`src/rtl/bcd_pkg.sv`:
```
// Shared types and helpers for the 4-digit BCD event counter.
package bcd_pkg;

    typedef enum logic [1:0] {
        IDLE  = 2'd0,
        RUN   = 2'd1,
        PAUSE = 2'd2
    } run_state_t;

    localparam logic [3:0] BCD_MAX = 4'd9;

    // Presets from software may hold A..F; force them back into decimal range.
    function automatic logic [3:0] bcd_clamp(input logic [3:0] nibble);
        return (nibble > BCD_MAX) ? BCD_MAX : nibble;
    endfunction

endpackage

```
`src/rtl/bcd_count4_if.sv`:
```
// Control and digit bus between the BCD counter and its host/alarm/display logic.
interface bcd_count4_if;
    logic        start;
    logic        stop;
    logic        clear;
    logic        up_dn;
    logic        load;
    logic [15:0] load_val;
    logic [3:0]  d0;
    logic [3:0]  d1;
    logic [3:0]  d2;
    logic [3:0]  d3;
    logic        running;
    logic        tick_o;
    logic        limit_o;

    modport master (
        output start, stop, clear, up_dn, load, load_val,
        input  d0, d1, d2, d3, running, tick_o, limit_o
    );

    modport slave (
        input  start, stop, clear, up_dn, load, load_val,
        output d0, d1, d2, d3, running, tick_o, limit_o
    );
endinterface

```
`src/rtl/bcd_digit.sv`:
```
// One BCD decade: loadable up/down 0..9 register with ripple carry/borrow out.
module bcd_digit
    import bcd_pkg::*;
(
    input  logic       clk,
    input  logic       rst,
    input  logic       en,
    input  logic       up_dn,
    input  logic       ld,
    input  logic [3:0] ld_val,
    output logic [3:0] q,
    output logic       co
);

    assign co = en & (up_dn ? (q == BCD_MAX) : (q == 4'd0));

    always_ff @(posedge clk or posedge rst) begin
        if (rst) begin
            q <= 4'd0;
        end else if (ld) begin
            q <= bcd_clamp(ld_val);
        end else if (en) begin
            if (up_dn)
                q <= (q == BCD_MAX) ? 4'd0 : q + 4'd1;
            else
                q <= (q == 4'd0) ? BCD_MAX : q - 4'd1;
        end
    end

endmodule

```
`src/rtl/bcd_count4.sv`:
```
// 4-digit BCD up/down event counter: prescaler, run-control FSM, saturate
// detect and registered tick/limit pulses around a ripple chain of decades.
module bcd_count4
    import bcd_pkg::*;
#(
    parameter int CLK_HZ  = 100_000_000,
    parameter int TICK_HZ = 1,
    parameter bit WRAP    = 1'b1
) (
    input  logic         clk,
    input  logic         rst,
    bcd_count4_if.slave  bus
);

    localparam int DIV = CLK_HZ / TICK_HZ;
    localparam int CW  = (DIV > 2) ? $clog2(DIV) : 1;

    generate
        if (DIV < 2) begin : g_div_check
            $error("bcd_count4: CLK_HZ/TICK_HZ must be >= 2");
        end
    endgenerate

    run_state_t  state;
    logic [CW-1:0] pre_cnt;
    logic        tick_int;
    logic        step;
    logic        at_limit;
    logic        sat_hit;
    logic        digit_en;
    logic        digit_ld;
    logic [15:0] ld_word;
    logic [3:0]  q [4];
    logic [3:0]  co;
    logic [3:0]  en_chain;
    logic        limit_next;

    assign tick_int = (state == RUN) && (pre_cnt == CW'(DIV - 1));
    // clear, load and stop all outrank a pending tick, which is then dropped
    assign step     = tick_int & ~(bus.clear | bus.load | bus.stop);

    assign at_limit = bus.up_dn
        ? ((q[0] == BCD_MAX) && (q[1] == BCD_MAX) && (q[2] == BCD_MAX) && (q[3] == BCD_MAX))
        : ((q[0] == 4'd0) && (q[1] == 4'd0) && (q[2] == 4'd0) && (q[3] == 4'd0));

    assign sat_hit    = step & at_limit & ~WRAP;
    assign digit_en   = step & ~sat_hit;
    assign limit_next = WRAP ? co[3] : sat_hit;

    assign digit_ld = bus.clear | bus.load;
    assign ld_word  = bus.clear ? 16'h0000 : bus.load_val;
    assign en_chain = {co[2:0], digit_en};

    for (genvar i = 0; i < 4; i++) begin : g_digit
        bcd_digit u_digit (
            .clk    (clk),
            .rst    (rst),
            .en     (en_chain[i]),
            .up_dn  (bus.up_dn),
            .ld     (digit_ld),
            .ld_val (ld_word[4*i +: 4]),
            .q      (q[i]),
            .co     (co[i])
        );
    end

    assign bus.d0 = q[0];
    assign bus.d1 = q[1];
    assign bus.d2 = q[2];
    assign bus.d3 = q[3];

    // state | meaning
    // IDLE  | cleared, waiting for start
    // RUN   | prescaler advancing, digits step on each tick
    // PAUSE | halted by stop or saturation, prescaler frozen
    always_ff @(posedge clk or posedge rst) begin
        if (rst) begin
            state       <= IDLE;
            bus.running <= 1'b0;
        end else if (bus.clear) begin
            state       <= IDLE;
            bus.running <= 1'b0;
        end else if (bus.load) begin
            state       <= state;
        end else if (bus.stop) begin
            if (state == RUN) begin
                state       <= PAUSE;
                bus.running <= 1'b0;
            end
        end else if (bus.start) begin
            state       <= RUN;
            bus.running <= 1'b1;
        end else if (sat_hit) begin
            state       <= PAUSE;
            bus.running <= 1'b0;
        end
    end

    // Resuming from PAUSE keeps the partial prescale so the next tick is not late
    always_ff @(posedge clk or posedge rst) begin
        if (rst) begin
            pre_cnt <= '0;
        end else if (bus.clear || bus.load) begin
            pre_cnt <= '0;
        end else if ((state == IDLE) && bus.start && !bus.stop) begin
            pre_cnt <= '0;
        end else if ((state == RUN) && !bus.stop) begin
            pre_cnt <= tick_int ? '0 : pre_cnt + 1'b1;
        end
    end

    always_ff @(posedge clk or posedge rst) begin
        if (rst) begin
            bus.tick_o  <= 1'b0;
            bus.limit_o <= 1'b0;
        end else begin
            bus.tick_o  <= digit_en;
            bus.limit_o <= limit_next;
        end
    end

endmodule

```
`src/flat_wrapper.sv`:
```
// flat-port wrapper written by rule: the top's interface ports become plain ports
module bcd_count4_flat import bcd_pkg::*;
#(
    parameter int CLK_HZ  = 100_000_000,
    parameter int TICK_HZ = 1,
    parameter bit WRAP    = 1'b1
)
  (clk, rst, bus_start, bus_stop, bus_clear, bus_up_dn, bus_load, bus_load_val, bus_d0, bus_d1, bus_d2, bus_d3, bus_running, bus_tick_o, bus_limit_o);
  bcd_count4_if bus_i ();
  input  logic clk;
  input  logic rst;
  input wire logic [$bits(bus_i.start)-1:0] bus_start;
  input wire logic [$bits(bus_i.stop)-1:0] bus_stop;
  input wire logic [$bits(bus_i.clear)-1:0] bus_clear;
  input wire logic [$bits(bus_i.up_dn)-1:0] bus_up_dn;
  input wire logic [$bits(bus_i.load)-1:0] bus_load;
  input wire logic [$bits(bus_i.load_val)-1:0] bus_load_val;
  output wire logic [$bits(bus_i.d0)-1:0] bus_d0;
  output wire logic [$bits(bus_i.d1)-1:0] bus_d1;
  output wire logic [$bits(bus_i.d2)-1:0] bus_d2;
  output wire logic [$bits(bus_i.d3)-1:0] bus_d3;
  output wire logic [$bits(bus_i.running)-1:0] bus_running;
  output wire logic [$bits(bus_i.tick_o)-1:0] bus_tick_o;
  output wire logic [$bits(bus_i.limit_o)-1:0] bus_limit_o;
  assign bus_i.start = bus_start;
  assign bus_i.stop = bus_stop;
  assign bus_i.clear = bus_clear;
  assign bus_i.up_dn = bus_up_dn;
  assign bus_i.load = bus_load;
  assign bus_i.load_val = bus_load_val;
  assign bus_d0 = bus_i.d0;
  assign bus_d1 = bus_i.d1;
  assign bus_d2 = bus_i.d2;
  assign bus_d3 = bus_i.d3;
  assign bus_running = bus_i.running;
  assign bus_tick_o = bus_i.tick_o;
  assign bus_limit_o = bus_i.limit_o;
  bcd_count4 #(.CLK_HZ(CLK_HZ), .TICK_HZ(TICK_HZ), .WRAP(WRAP)) u_core (.clk(clk), .rst(rst), .bus(bus_i));
endmodule
```
`config.mk`:
```
export PLATFORM = sky130hd
export DESIGN_NAME = bcd_count4_flat
export DESIGN_NICKNAME = d
export VERILOG_FILES = /design/src/rtl/bcd_pkg.sv /design/src/rtl/bcd_count4_if.sv /design/src/rtl/bcd_digit.sv /design/src/rtl/bcd_count4.sv /design/src/flat_wrapper.sv
export SDC_FILE = /design/constraint.sdc
export NUM_CORES = 1
export LEC_CHECK = 0
export CAP_MARGIN = 20
export CORE_UTILIZATION = 40
export DETAILED_ROUTE_END_ITERATION = 16
export PLACE_DENSITY = 0.57
export SLEW_MARGIN = 0
export SYNTH_ARGS = -nofsm -noshare
export SYNTH_HDL_FRONTEND = slang
export SYNTH_SLANG_ARGS = --single-unit
```
`constraint.sdc`:
```
create_clock -name clk -period 4.7 [get_ports clk]
set_input_delay 0.94 -clock clk [delete_from_list [all_inputs] [get_ports clk]]
set_output_delay 0.94 -clock clk [all_outputs]
set_load 0.03 [all_outputs]
```
==> results.sh <==
export IMPL_grt_util_met1=0.271
export IMPL_synthesis_nets=418
export IMPL_cp_max_fo=19
export IMPL_min_delay_start="u_core.pre_cnt[26]$_DFFE_PP0P_"
export IMPL_async_reset_ff_frac=1.00
export IMPL_power_density_nw_per_um2=243
export IMPL_synth_edff_count=0
export IMPL_post_cts_setup_buffers=0
export IMPL_ys_flop_type="dfrtp_1"
export IMPL_die_area_um2=8550
export IMPL_holdBufCountCts=0
export IMPL_vias_per_cell=5.91
export IMPL_grt_first_pass_wirelength_mm=14.3
export IMPL_antenna_found_initial=0
export IMPL_r2r_start="u_core.pre_cnt[0]$_DFFE_PP0P_"
export IMPL_final_area_um2=3840
export IMPL_rsz0062_at_grt="no"
export IMPL_clock_path_buffers=2
export IMPL_ys_ff_latch=47
export IMPL_setup_tns_ns=0
export IMPL_clk_latency_ns=0.30
export IMPL_ys_seq_area_frac=0.359
export IMPL_use_met2=0.357
export IMPL_ir_drop_mv=0.129
export IMPL_place_congestion=0.870
export IMPL_hold_violations=0
export IMPL_rr_endpoint="u_core.g_digit[1].u_digit.q[1]$_DFFE_PP0P_"
export IMPL_num_antenna_cells=0
export IMPL_fp_row_count=32
export IMPL_busiest_layer="met2"
export IMPL_coreArea_um2=7810
export IMPL_placed_area_um2=3720
export IMPL_grt_overflow_total=0
export IMPL_synthCells=394
export IMPL_synth_area_um2=3270
export IMPL_slew_violations=0
export IMPL_routed_wl_mm=8.38
export IMPL_cp_slowest_stage_delay_ns=0.66
export IMPL_worstSetupStartpointType="primary input"
export IMPL_ios=42
export IMPL_syn_area_per_cell_um2=8.31
export IMPL_drive_above_1_share=0.0667
export IMPL_status="finished clean"
export IMPL_critPathArrivalTime_ns=3.45
export IMPL_drc_errors=0
export IMPL_htreeDepth=2
export IMPL_wl_per_cell_um=16.1
export IMPL_r2r_cells=6
export IMPL_finalPower_uw=933
export IMPL_cts_root_buffer="clkbuf_8"
export IMPL_drt_pass1_iterations=5
export IMPL_path_depth=7
export IMPL_hpwl_mm=6.03
export IMPL_grt_pass1_vias=2920
export IMPL_grt_use_met3=0.0304
export IMPL_crit_family="buffers and inverters"
export IMPL_worst_pin_slew_ns=0.845
export IMPL_fmax_mhz=306
export IMPL_areaGrowthSynthToFinish_pct=17.4
export IMPL_fin_ws_ns=1.44
export IMPL_path_cells="clkdlybuf4s50_1 > buf_4 > and3_1 > o21ai_0 > nor4_2 > nor2_1 > mux2_2"
export IMPL_cts_resized=0
export IMPL_path_clk_slew_ns=0.09
export IMPL_setup_violations=0
export IMPL_clock_skew_final_ns=0.0109
export IMPL_fp_dieW_um=92.5
export IMPL_port_buffers=41
export IMPL_cts_tree="done"
export IMPL_yosys_warnings=0
export IMPL_leakage_nw=1.40
export IMPL_fin_nets=443
export IMPL_fin_crit_sh=0.694
export IMPL_clock_sinks=47
export IMPL_worstPathRequired_ns=4.89
export IMPL_ant_nets=0
export IMPL_synth_distinct_cells=60
export IMPL_path_class="in -> reg"
export IMPL_finish_utilization=0.492
export IMPL_drt_iter0_drc=159
export IMPL_min_to="u_core.pre_cnt[26]$_DFFE_PP0P_"
export IMPL_slowest_stage="clkdlybuf4s50_1"
export IMPL_drv_cap=0
export IMPL_cp_end_kind="flop"
export IMPL_die_y_um=92.5
export IMPL_relSlewSlack=0.432
export IMPL_grt_max_degree=48
export IMPL_netlist_top_cells_area="dfrtp_1 36%, o21ai_0 5.0%, nor2_1 4.5%"
export IMPL_r2r_setup_slack_ns=2.29
export IMPL_initial_core_util=0.419
export IMPL_post_place_ws_ns=1.15
export IMPL_grt_usage=0.210
export IMPL_hold_depth=1
export IMPL_yosys_area_top_type_share=0.359
export IMPL_num_vias=3087
export IMPL_post_route_min_period_ns=3.26
export IMPL_yosysTopAreaCell="dfrtp_1"
export IMPL_hp_class="reg -> reg"
export IMPL_cts_buffers=5
export IMPL_crit_buf_inv=2
[sequential cells by signal, summed over array words and instances (netlist names)]
name	flops
u_core.bus.tick_o	1
u_core.state	2
u_core.pre_cnt	27
u_core.bus.limit_o	1
u_core.g_digit.u_digit.q	16
[Yosys cell counts, drive strengths merged, types with 11 or more instances]
cell type and n:
a31oi 11, nand2 24, nor3 12, o21ai 33, nand4 13, nand3 15
nor2 39, dfrtp 47, clkbuf 15, buf 12, inv 14, a211oi 11
xnor2 16, a21oi 21
[worst max path at each step]
stage / start / endpoint / slack (ns)
floorplan: bus_start / u_core.pre_cnt[21]$_DFFE_PP0P_ / 2.28
global placement: bus_up_dn / u_core.g_digit[2].u_digit.q[3]$_DFFE_PP0P_ / 1.14
detailed placement: bus_up_dn / u_core.g_digit[2].u_digit.q[3]$_DFFE_PP0P_ / 1.15
CTS: bus_up_dn / u_core.g_digit[2].u_digit.q[3]$_DFFE_PP0P_ / 1.47
global route: bus_up_dn / u_core.g_digit[2].u_digit.q[0]$_DFFE_PP0P_ / 1.25
finish: bus_up_dn / u_core.g_digit[2].u_digit.q[3]$_DFFE_PP0P_ / 1.44
[metal layers]
| layer | share of wire | up-vias |
|---|---|---|
| li1 | - | 1526 |
| met4 | 0.018 | 0 |
| met5 | 0 | - |
| met1 | 0.45 | 1480 |
| met3 | 0.040 | 10 |
| met2 | 0.49 | 71 |
[cells in the final DEF (no fill, tap or decap), types with 3 or more instances in the layout]
master,n
or4_1,5
nor4_1,7
a211oi_1,11
and4_1,5
xnor2_1,16
o21ai_0,33
clkdlybuf4s50_1,41
a21oi_1,21
nand3_1,13
nand2_1,24
o31ai_1,4
dfrtp_1,47
a221oi_1,4
nand3b_1,4
nor4b_1,5
and2_1,4
a31oi_1,11
buf_4,4
or3_1,10
o22ai_1,3
nor3_1,12
xor2_1,5
mux2_2,5
nand4_1,13
and3_1,8
inv_1,13
nor2b_1,5
nor2_1,39
clkbuf_8,6
[report_power, final]
part | internal, mW | total [mW] | switching, mW
clock network | 0.172 | 0.308 | 0.136
logic | 0.0793 | 0.179 | 0.0997
registers | 0.415 | 0.446 | 0.0311
[metrics by stage]
stage	instances	hold slack (ns)
after floorplan	394	0.456
after global placement	514	0.489
after detailed placement	514	0.494
after CTS	522	0.511
after global routing	522	0.542
final	522	0.510
[worst reg2reg max path, stage by stage (launching register included)]
cell and delay [ns]:
dfrtp_1 0.41, ha_1 0.25, and4_1 0.37, nand3_2 0.15
nor4_4 0.60, o311ai_0 0.28, a31oi_1 0.26
[layout make-up]
cell class | instances | area (um^2)
Timing Repair Buffer | 45 | 440
Tap cell | 102 | 128
Multi-Input combinational cell | 306 | 1930
Clock inverter | 2 | 35.0
Inverter | 14 | 52.6
Sequential cell | 47 | 1180
Fill cell | 769 | 3970
Clock buffer | 6 | 82.6
[kinds of logic after synthesis]
kind of cell	after synthesis	share of synthesized area
buffers and inverters	41	0.0516
muxes	7	0.0233
DFF	47	0.359
adders and majority gates	1	0.00382
AOI/OAI and AO/OA	108	0.211
and+or+nand+nor	169	0.295
xor gates and xnor gates	21	0.0562
Power figures use the tool's default switching activity.
